===== src/rtl/cache_pkg.sv =====
// cache_pkg: types and constants shared by the cache-side sequencers.
//   arb_state_t : port arbiter FSM states
//   ARB_REQ0/1  : requester ids (0 = instruction fetch, 1 = data load/store)
package cache_pkg;

   typedef enum logic [1:0] {
      ARB_IDLE  = 2'd0,
      ARB_ISSUE = 2'd1,
      ARB_WAIT  = 2'd2,
      ARB_DONE  = 2'd3
   } arb_state_t;

   localparam logic ARB_REQ0 = 1'b0;
   localparam logic ARB_REQ1 = 1'b1;

endpackage


===== src/rtl/arb_watchdog.sv =====
// arb_watchdog: 8-bit up-counter guarding a wait on an external responder.
//   clk     in  clock, rising edge
//   reset   in  asynchronous active-low reset
//   clear   in  synchronous clear (wins over en)
//   en      in  count enable
//   expired out count == TIMEOUT
module arb_watchdog #(
   parameter int unsigned TIMEOUT = 255
) (
   input  logic clk,
   input  logic reset,
   input  logic clear,
   input  logic en,
   output logic expired
);

   localparam logic [7:0] LIMIT = 8'(TIMEOUT);

   logic [7:0] count;

   always_ff @(posedge clk or negedge reset) begin
      if (!reset) begin
         count <= '0;
      end else if (clear) begin
         count <= '0;
      end else if (en) begin
         count <= count + 8'd1;
      end
   end

   assign expired = (count == LIMIT);

endmodule


===== src/rtl/cache_port_arbiter.sv =====
// cache_port_arbiter: shares the cache controller CPU port between two
// requesters (0 = ifetch, 1 = data) with round-robin grant, one transaction
// in flight and a watchdog against a hung controller.
//   clk, reset                 clock, async active-low reset
//   reqN/rwN/addrN/wdataN      requester N request (held until rdyN/errN)
//   rdyN / errN                requester N completion / timeout pulse
//   rdata                      read data, valid from rdy, held until next completion
//   Strobe                     one-cycle request pulse to the controller
//   DRW / DAddr / DDataOut     registered command to the controller, held
//   DDataIn / DReady           controller read data / completion
module cache_port_arbiter
   import cache_pkg::*;
#(
   parameter int unsigned AW      = 16,
   parameter int unsigned DW      = 8,
   parameter int unsigned TIMEOUT = 255
) (
   input  logic          clk,
   input  logic          reset,
   input  logic          req0,
   input  logic          rw0,
   input  logic [AW-1:0] addr0,
   input  logic [DW-1:0] wdata0,
   output logic          rdy0,
   output logic          err0,
   input  logic          req1,
   input  logic          rw1,
   input  logic [AW-1:0] addr1,
   input  logic [DW-1:0] wdata1,
   output logic          rdy1,
   output logic          err1,
   output logic [DW-1:0] rdata,
   output logic          Strobe,
   output logic          DRW,
   output logic [AW-1:0] DAddr,
   output logic [DW-1:0] DDataOut,
   input  logic [DW-1:0] DDataIn,
   input  logic          DReady
);

   arb_state_t state, state_nxt;
   logic       owner;
   logic       ptr;
   logic       err_flag;
   logic       grant;
   logic       wd_clear;
   logic       wd_en;
   logic       wd_expired;

   arb_watchdog #(.TIMEOUT(TIMEOUT)) u_watchdog (
      .clk     (clk),
      .reset   (reset),
      .clear   (wd_clear),
      .en      (wd_en),
      .expired (wd_expired)
   );

   // State and datapath registers.
   always_ff @(posedge clk or negedge reset) begin
      if (!reset) begin
         state    <= ARB_IDLE;
         owner    <= ARB_REQ0;
         ptr      <= ARB_REQ0;
         err_flag <= 1'b0;
         DRW      <= 1'b0;
         DAddr    <= '0;
         DDataOut <= '0;
         rdata    <= '0;
      end else begin
         state <= state_nxt;
         case (state)
            ARB_IDLE: begin
               if (req0 || req1) begin
                  owner    <= grant;
                  err_flag <= 1'b0;
                  DRW      <= (grant == ARB_REQ1) ? rw1    : rw0;
                  DAddr    <= (grant == ARB_REQ1) ? addr1  : addr0;
                  DDataOut <= (grant == ARB_REQ1) ? wdata1 : wdata0;
               end
            end
            ARB_WAIT: begin
               // DReady takes priority over an expiring watchdog.
               if (DReady) begin
                  if (!DRW) begin
                     rdata <= DDataIn;
                  end
               end else if (wd_expired) begin
                  err_flag <= 1'b1;
               end
            end
            ARB_DONE: begin
               ptr <= ~owner;
            end
            default: ;
         endcase
      end
   end

   // Next state and round-robin grant.
   always_comb begin
      grant     = ARB_REQ0;
      state_nxt = ARB_IDLE;
      if (ptr == ARB_REQ0) begin
         grant = req0 ? ARB_REQ0 : ARB_REQ1;
      end else begin
         grant = req1 ? ARB_REQ1 : ARB_REQ0;
      end
      case (state)
         ARB_IDLE:  state_nxt = (req0 || req1) ? ARB_ISSUE : ARB_IDLE;
         ARB_ISSUE: state_nxt = ARB_WAIT;
         ARB_WAIT:  state_nxt = (DReady || wd_expired) ? ARB_DONE : ARB_WAIT;
         ARB_DONE:  state_nxt = ARB_IDLE;
         default:   state_nxt = ARB_IDLE;
      endcase
   end

   // State-decoded outputs.
   always_comb begin
      Strobe   = 1'b0;
      rdy0     = 1'b0;
      rdy1     = 1'b0;
      err0     = 1'b0;
      err1     = 1'b0;
      wd_clear = 1'b0;
      wd_en    = 1'b0;
      case (state)
         ARB_ISSUE: begin
            Strobe   = 1'b1;
            wd_clear = 1'b1;
         end
         ARB_WAIT: begin
            wd_en = 1'b1;
         end
         ARB_DONE: begin
            rdy0 = !err_flag && (owner == ARB_REQ0);
            rdy1 = !err_flag && (owner == ARB_REQ1);
            err0 =  err_flag && (owner == ARB_REQ0);
            err1 =  err_flag && (owner == ARB_REQ1);
         end
         default: ;
      endcase
   end

endmodule

===== config.mk =====
export PLATFORM = sky130hd
export DESIGN_NAME = cache_port_arbiter
export DESIGN_NICKNAME = d
export VERILOG_FILES = /design/src/rtl/cache_pkg.sv /design/src/rtl/arb_watchdog.sv /design/src/rtl/cache_port_arbiter.sv
export SDC_FILE = /design/constraint.sdc
export NUM_CORES = 1
export LEC_CHECK = 0
export BUFFER_PORTS_ARGS = -buffer_cell sky130_fd_sc_hd__buf_2
export CORE_MARGIN = 3
export CORE_UTILIZATION = 45
export CTS_BUF_LIST = sky130_fd_sc_hd__clkbuf_4
export CTS_CLUSTER_SIZE = 10
export DETAILED_ROUTE_END_ITERATION = 16
export HOLD_SLACK_MARGIN = 0.02
export PLACE_DENSITY = 0.73
export SYNTH_ARGS = -nofsm -noshare
export SYNTH_HDL_FRONTEND = slang
export SYNTH_SLANG_ARGS = --single-unit

===== constraint.sdc =====
create_clock -name clk -period 4.3 [get_ports clk]
set_input_delay 0.86 -clock clk [delete_from_list [all_inputs] [get_ports clk]]
set_output_delay 0.86 -clock clk [all_outputs]
set_load 0.05 [all_outputs]

; Yosys cells after proc, flatten, opt, wreduce, memory -nomap -nowiden
; Cells that the tools add are included.
[totals]
ff_bits = 46
input_bits = 63
output_inout_bits = 38
wordCells = 53
[op_classes]
n_addsub = 1
eq_ne = 7
muxes = 21
n_bitwise = 2
n_reduce_logical = 13
[op_table]
columns = cell, n
row1 = $mux W8, 3
row2 = $mux W16, 1
row3 = $mux W1, 15
row4 = $add A8 B1 Y8 const B, 1
row5 = $eq A8 B8 Y1 const B, 1
row6 = $pmux W2 S4, 1
row7 = $ne A2 B2 Y1 const B, 3
row8 = $eq A2 B2 Y1 const B, 2
row9 = $logic_and A1 B1 Y1, 4
row10 = $reduce_and A4 Y1, 1
row11 = $reduce_bool A2 Y1, 2
row12 = $reduce_and A3 Y1, 1
row13 = $eq A2 B1 Y1 const B, 1
row14 = $logic_not A2 Y1, 1
row15 = $logic_or A1 B1 Y1, 2
row16 = $not A1 Y1, 2
row17 = $pmux W1 S2, 1
row18 = $reduce_and A2 Y1, 1
row19 = $logic_not A1 Y1, 1

; Longest topological paths before layout
; Gate-level depths: netlist of run 1.
[depth]
word_depth = 4
mapped_depth = 7
mapped_depth_nobuf = 5

; Cells and area by module
; Synthesis of run 1 repeated with hierarchy kept, for this count alone.
[hier_totals]
hier_cells = 229
hier_area_um2 = 2260.9
[by_module_without_submodules]
columns = mod, instances, cells_each, area_each_um2, seq_area_each_um2
row1 = cache_port_arbiter, 1, 190, 1864.3, 950.9
row2 = arb_watchdog, 1, 39, 396.6, 200.2

; Worst setup path after synthesis of run 1
; OpenSTA, ideal clock, no wires.
[synth_timing]
path_kind = reg-to-output
startpoint = register state[0]
endpoint = output err1
arrival_time_ps = 1272
required_ps = 3440
setup_slack_ps = 2168
path_stages_with_launch = 4
path_buffers = 0
cell_sequence = dfrtp_1 ha_1 nand2_1 nor2_1
[synth_via]
elab_chain_len = 2
[synth_rtl]
columns = item, line
row1 = from (decl), cache_port_arbiter.sv:41  ; arb_state_t state, state_nxt;
row2 = from (signal assigned), cache_port_arbiter.sv:70  ; state <= state_nxt;
row3 = $eq A2 B2 Y1, cache_port_arbiter.sv:126  ; case (state)
row4 = $mux W1, cache_port_arbiter.sv:126
row5 = to (decl), cache_port_arbiter.sv:31  ; output logic err1,
; No other way between the ends.

; Worst setup path in the final report of run 1
[layout_timing]
startpoint = register state[1]
endpoint = output Strobe
[layout_via]
elab_chain_len = 2
[layout_rtl]
columns = item, line
row1 = $eq A2 B1 Y1, cache_port_arbiter.sv:126
row2 = $mux W1, cache_port_arbiter.sv:126
row3 = to (decl), cache_port_arbiter.sv:33  ; output logic Strobe,
; No other way between the ends.

==> reports/metrics.yaml, run 1 <==
slowest_delay_ns: 0.42
fin_cells: 399
io_pins: 101
fillCellCount: 467
cts_made_buffers: 5
clkTransAtPathRegs_ns: 0.13
end_kind: "output pin"
hp-class: "reg -> reg"
fin_crit_ns: 2.38
dpl.hpwl_um: 3880
dr.pass1.iters: 4
syn_area_sq_um: 2290
io_buffers: 100
cts_resized: 0
syn_inst: 241
coreArea_sq_um: 4820
clk_latency_ns: 0.35
cp_num_cells: 3
overflow: 0
hold_violations: 0
arrival_ns: 1.52
finalSetupTns_ns: 0
r2r_start: "state[0]$_DFF_PN0_"
syn_to_final_growth_pct: 24.4
r2r_cells: 5
die_w_um: 77.4
rsz0062_at_grt: "no"
cp_top_family: "buffers and inverters"
die_h_um: 77.4
grt_pass1_vias: 1919
finalNetCount: 399
antenna_found_initial: 0
track_usage_pct: 18.4
syn_avg_cell_area_sq_um: 9.52
viasPerCell: 5.21
hold_buffers: 0
yosysWarningCount: 0
synth_nets: 309
min_path_cells: 1
critPathCapture: "Strobe"
tightest_slew_ns: 1.01
n_antenna_cell: 0
status: "complete, no violations"
grt_max_degree: 54
synth.distinct_cells: 33
start_util_pct: 47.6
drive_above_1_share_pct: 37.3
gp_congestion: 0.760
path_cells: "inv_1, ha_1, buf_2"
dp_cells: 391
slew_headroom_pct: 32.7
slew_violations: 0
slowest_stage: "dfrtp_1"
synth-edff-count: 0
dieArea_sq_um: 5990
cts_tree: "done"
route.final.wire_length_um: 5550
critPathBufInv: 2
fin_util_pct: 59.3
grt_pass1_wl_um: 8980
drc: 0
peakVddDrop_uv: 676
cts-htree-levels: 2
worst-path-max-fanout: 9
powerDensity_nw_per_um2: 868
start_kind: "flop"
holdWs_ns: 0.514
async_flop_share_pct: 100
drt-wirelength-per-cell_um: 13.9
rrSetupSlack_ns: 2.50
cts_buffer_depth: 2
drtIter0Drc: 147
row_count: 25
skew_ns: 0.00767
setup-violations-final: 0
synthFlopType: "dfrtp_1"
startpoint: "state[1]$_DFF_PN0_"
leakage_nw: 1.38
cap_violations: 0
finalPower_mw: 2.48
period_share_pct: 55.4
cts_sinks: 46
r2r-end: "u_watchdog.count[6]$_DFFE_PN0P_"
fmax_ghz: 0.419
cts_setup_buffers: 0
ys_seq_elements: 46
critPathRequiredTime_ns: 3.44
cts-root-buf: "clkbuf_4"
ant_nets: 0
vias: 2080
crit_type: "reg -> out"
yosysSeqAreaShare_pct: 50.2
-- final cells by class --
| class | instances | area, sq um | area share [%] |
|---|---|---|---|
| Sequential cell | 46 | 1150 | 40.3 |
| Multi-Input combinational cell | 166 | 1020 | 35.6 |
| Timing Repair Buffer | 101 | 508 | 17.8 |
| Tap cell | 67 | 83.8 | 2.94 |
| Clock buffer | 6 | 45.0 | 1.58 |
| Inverter | 11 | 41.3 | 1.45 |
| Clock inverter | 2 | 8.76 | 0.307 |
-- state kept, by name (all words and copies together) (netlist names) --
name              flops
rdata                 8
DAddr                16
DDataOut              8
owner                 1
DRW                   1
err_flag              1
ptr                   1
u_watchdog.count      8
state                 2
-- layer usage --
| layer | wire length (um) | global-route usage, % | vias to the layer above | part of all wire, % |
|---|---|---|---|---|
| li1 | - | - | 1043 | - |
| met1 | 2470 | 24.8 | 953 | 45 |
| met2 | 2630 | 29.7 | 73 | 47 |
| met3 | 312 | 2.78 | 11 | 5.6 |
| met4 | 132 | 7.65 | 0 | 2.4 |
| met5 | 0 | 0 | - | 0 |
-- stage by stage --
| stage | cell area (sq um) | worst slack [ns] |
|---|---|---|
| final | 2860 | 1.92 |
| after global routing | 2860 | 1.81 |
| after CTS | 2860 | 1.87 |
| after detailed placement | 2800 | 2.11 |
| after global placement | 2800 | 2.15 |
| after floorplan | 2290 | 2.17 |
-- logic make-up after synthesis --
kind of cell | synth area share (%)
compound gates | 17.3
flops | 50.2
simple gates | 18.5
mux | 5.73
buf+inv | 5.51
fa+ha+maj | 2.73
-- power breakdown --
group	internal, mW	total, mW	switching [mW]
Combinational	0.426	1.49	1.06
Clock	0.0680	0.201	0.133
Sequential	0.650	0.789	0.138
Total	1.14	2.48	1.34
-- layout by cell type, fill, tap and decap left out, types with 2 or more instances in the layout --
| cell | instances |
|---|---|
| a21oi_1 | 2 |
| a311o_1 | 2 |
| a31oi_1 | 25 |
| and2b_1 | 3 |
| and3_1 | 2 |
| buf_2 | 100 |
| clkbuf_4 | 6 |
| dfrtp_1 | 46 |
| ha_1 | 5 |
| inv_1 | 11 |
| mux2_2 | 9 |
| mux2i_1 | 3 |
| nand2_1 | 5 |
| nand2b_1 | 4 |
| nand3_1 | 30 |
| nor2_1 | 27 |
| o211ai_1 | 2 |
| o21a_1 | 2 |
| o21ai_0 | 28 |
| o22ai_1 | 3 |
| or4_1 | 3 |
-- how the worst min path moves through the flow --
stage | slack, ns | startpoint | end
2_1_floorplan | 0.48 | u_watchdog.count[7]$_DFFE_PN0P_ | u_watchdog.count[7]$_DFFE_PN0P_
3_3_place_gp | 0.48 | rdata[7]$_DFFE_PN0P_ | rdata[7]$_DFFE_PN0P_
3_5_place_dp | 0.49 | rdata[1]$_DFFE_PN0P_ | rdata[1]$_DFFE_PN0P_
4_1_cts | 0.52 | rdata[1]$_DFFE_PN0P_ | rdata[1]$_DFFE_PN0P_
5_1_grt | 0.54 | rdata[1]$_DFFE_PN0P_ | rdata[1]$_DFFE_PN0P_
6_report | 0.51 | rdata[4]$_DFFE_PN0P_ | rdata[4]$_DFFE_PN0P_
-- synthesized netlist by cell type, types with 2 or more instances --
cell      number  area [sq um]
nor2_1        27           101
buf_2          8          40.0
and3_1         2          12.5
o22ai_1        3          18.8
a21oi_1        2          10.0
o21ai_0       28           140
ha_1           5          62.6
a311o_1        2          20.0
dfrtp_1       46          1150
mux2_2         9           101
mux2i_1        3          30.0
o21a_1         2          15.0
nand2b_1       4          25.0
and2b_1        3          22.5
inv_1         11          41.3
clkbuf_1       9          33.8
a31oi_1       25           156
nand2_1        5          18.8
o211ai_1       2          15.0
or4_1          3          22.5
nand3_1       30           150
(Power assumes the default switching activity.)
==> inputs of run 2 (changes only) <==
Settings changed: ABC_AREA set to 1, CORE_UTILIZATION 45 to 44, PLACE_DENSITY 0.73 to 0.74.
Clock period 4.3 ns to 2.08 ns, I/O delays scaled along.
==> reports/metrics.yaml, run 2 <==
slew_violations: 0  # unchanged
cts_setup_buffers: 0  # unchanged
intPower_mw: 2.25  # +97%
final_cell_mix: "buf_2, nand2_1, dfrtp_1"
io_buffers: 100  # unchanged
peakVddDrop_uv: 1010  # +49%
drtIter0Drc: 66  # -55%
clkTransAtPathRegs_ns: 0.13  # about the same
finalNetCount: 419  # +5.0%
largest-register: "DAddr"
cts_sinks: 46  # unchanged
ant_nets: 0  # unchanged
hp-class: "in -> async"
dieArea_sq_um: 6140  # +2.5%
drc: 0  # unchanged
multi_input_area_sq_um: 981  # -3.6%
arrival_ns: 1.43  # -0.09 ns
syn_avg_cell_area_sq_um: 9.18  # -3.6%
dr.pass1.iters: 4  # unchanged
gp_congestion: 0.805  # +5.9%
comb_power_share_pct: 60.3  # +0.2 points
period_share_pct: 88.6
syn_to_final_growth_pct: 25.1
start_util_pct: 47.2  # -0.41 points
drive_above_1_share_pct: 42.9  # +5.5 points
synthFlopType: "dfrtp_1"
synth_largest_area_cell: "dfrtp_1"
vias: 2031  # -2.4%
synth_common_cells: "nand2_1, dfrtp_1, nor2_1"
overflow: 0  # unchanged
die_h_um: 78.4  # +1.2%
slew_headroom_pct: 63.5  # +31 points
fmax_ghz: 0.542
hold_buffers: 0  # unchanged
finalSetupTns_ns: 0  # unchanged
cts-htree-levels: 2  # unchanged
syn_inst: 251  # +4.1%
regArea_sq_um: 1150  # unchanged
holdWs_ns: 0.0326  # -0.481 ns
p_clk_share_pct: 8.4  # +0.3 points
io_pins: 101  # unchanged
worst-path-max-fanout: 3  # -6
grt_pass1_vias: 1931  # +0.63%
synth_nets: 319  # +3.2%
start_kind: "flop"
row_count: 25  # unchanged
cts_made_buffers: 5  # unchanged
tightest_slew_ns: 0.547  # -0.463 ns
largest_reg_flops: 16  # unchanged
syn_area_sq_um: 2300  # +0.44%
pwr-share-seq_pct: 31.3  # -0.5 points
crit_type: "reg -> out"
ys_top_cells_by_area: "dfrtp_1, o21ai_2, nand2_1"
skew_ns: 0.00909  # +0.00142 ns
p_switching_mw: 2.77  # +110%
cap_violations: 0  # unchanged
ys_seq_elements: 46  # unchanged
synth_most_common_cell: "nand2_1"
setup-violations-final: 0  # unchanged
mostFrequentLayoutCell: "buf_2"
cts-root-buf: "clkbuf_4"
powerDensity_nw_per_um2: 1740  # +100%
route.final.wire_length_um: 5130  # -7.6%
status: "complete, no violations"
fin_crit_ns: 1.84
synth.distinct_cells: 27  # -18%
hold_violations: 0  # unchanged
critPathRequiredTime_ns: 1.66  # -1.78 ns
die_w_um: 78.4  # +1.2%
clk_latency_ns: 0.35  # about the same
cts_resized: 0  # unchanged
track_usage_pct: 17.4  # -1.0 points
synth_top_area_share_pct: 49.9  # -0.22 points
yosysSeqAreaShare_pct: 49.9  # -0.22 points
cts_buffer_depth: 2  # unchanged
dpl.hpwl_um: 3890  # +0.41%
synth-edff-count: 0  # unchanged
grt_pass1_wl_um: 8590  # -4.4%
fillCellCount: 456  # -2.4%
n_antenna_cell: 0  # unchanged
cts_tree: "done"
antenna_found_initial: 0  # unchanged
grt_max_degree: 28  # -48%
async_flop_share_pct: 100  # unchanged
coreArea_sq_um: 4880  # +1.3%
end_kind: "output pin"
yosysWarningCount: 0  # unchanged
leakage_nw: 1.49  # +7.9%
viasPerCell: 4.85  # -7.0%
drt-wirelength-per-cell_um: 12.2  # -12%
rsz0062_at_grt: "no"
swShare_pct: 55.1  # +1.3 points
==> run 2: worst max-delay path, stage by stage (launching register included) <==
cell and delay [ns]:
dfrtp_1 0.40, ha_1 0.22, nand2_1 0.10, nor2_1 0.10
buf_2 0.27
==> run 2: logic make-up (layout without fill, tap and decap cells) <==
family	Yosys count	count (layout)	synth area share (%)
AND/OR/NAND/NOR	101	101	18.2
AO/OA/AOI/OAI	62	62	17.8
flip-flops	46	46	49.9
adder cells (fa/ha/maj)	5	5	2.71
multiplexers	8	8	3.91
buffers and inverters	29	130	7.49
==> run 2: per-stage QoR <==
step           std cells  power, mW  cell area, sq um  setup WS, ns  utilization, %
2_1_floorplan        251       4.04              2300         0.413               -
3_3_place_gp         411       4.59              2820         0.542            57.9
3_5_place_dp         411       4.65              2820         0.419            57.9
4_1_cts              419       5.08              2880         0.227            59.1
5_1_grt              419       5.37              2880        0.0546            59.1
6_report             419       5.02              2880         0.236            59.1
==> run 2: final timing paths <==
kind / to / cells after the start / from / slack (ns)
max in group asynchronous: u_watchdog.count[7]$_DFFE_PN0P_ / 2 / reset / 1.54
worst max register to register: DAddr[13]$_DFFE_PN0P_ / 6 / state[1]$_DFF_PN0_ / 0.44
min in group clk: rdata[1]$_DFFE_PN0P_ / 2 / DDataIn[1] / 0.29
worst min register to register: DAddr[0]$_DFFE_PN0P_ / 2 / DAddr[0]$_DFFE_PN0P_ / 0.50
worst max-delay path: err0 / 4 / state[0]$_DFF_PN0_ / 0.24
worst min-delay path: DDataOut[0]$_DFFE_PN0P_ / 1 / reset / 0.03
==> run 2: metal layers <==
metal  track usage (%)  share of wire [%]  vias to the layer above
li1                  -                  -                     1016
met1              21.7                 43                      950
met4              3.67               0.29                        0
met2              30.2                 49                       63
met3              4.93                7.0                        2
met5                 0                  0                        -
==> run 2: power groups by stage <==
| stage | Clock (mW) | Combinational [mW] | Sequential [mW] |
|---|---|---|---|
| 2_1_floorplan | 0 | 1.37 | 2.67 |
| 3_3_place_gp | 0 | 3.02 | 1.57 |
| 3_5_place_dp | 0 | 3.07 | 1.58 |
| 4_1_cts | 0.442 | 3.06 | 1.57 |
| 5_1_grt | 0.475 | 3.26 | 1.63 |
| 6_report | 0.421 | 3.03 | 1.57 |
==> run 2: layout make-up <==
type,instances,share of cell area [%]
tap,67,2.91
clock inverter,2,0.477
inverter,20,2.78
multi-input combinational,176,34.0
timing repair buffer,102,18.3
sequential,46,39.9
clock buffer,6,1.56
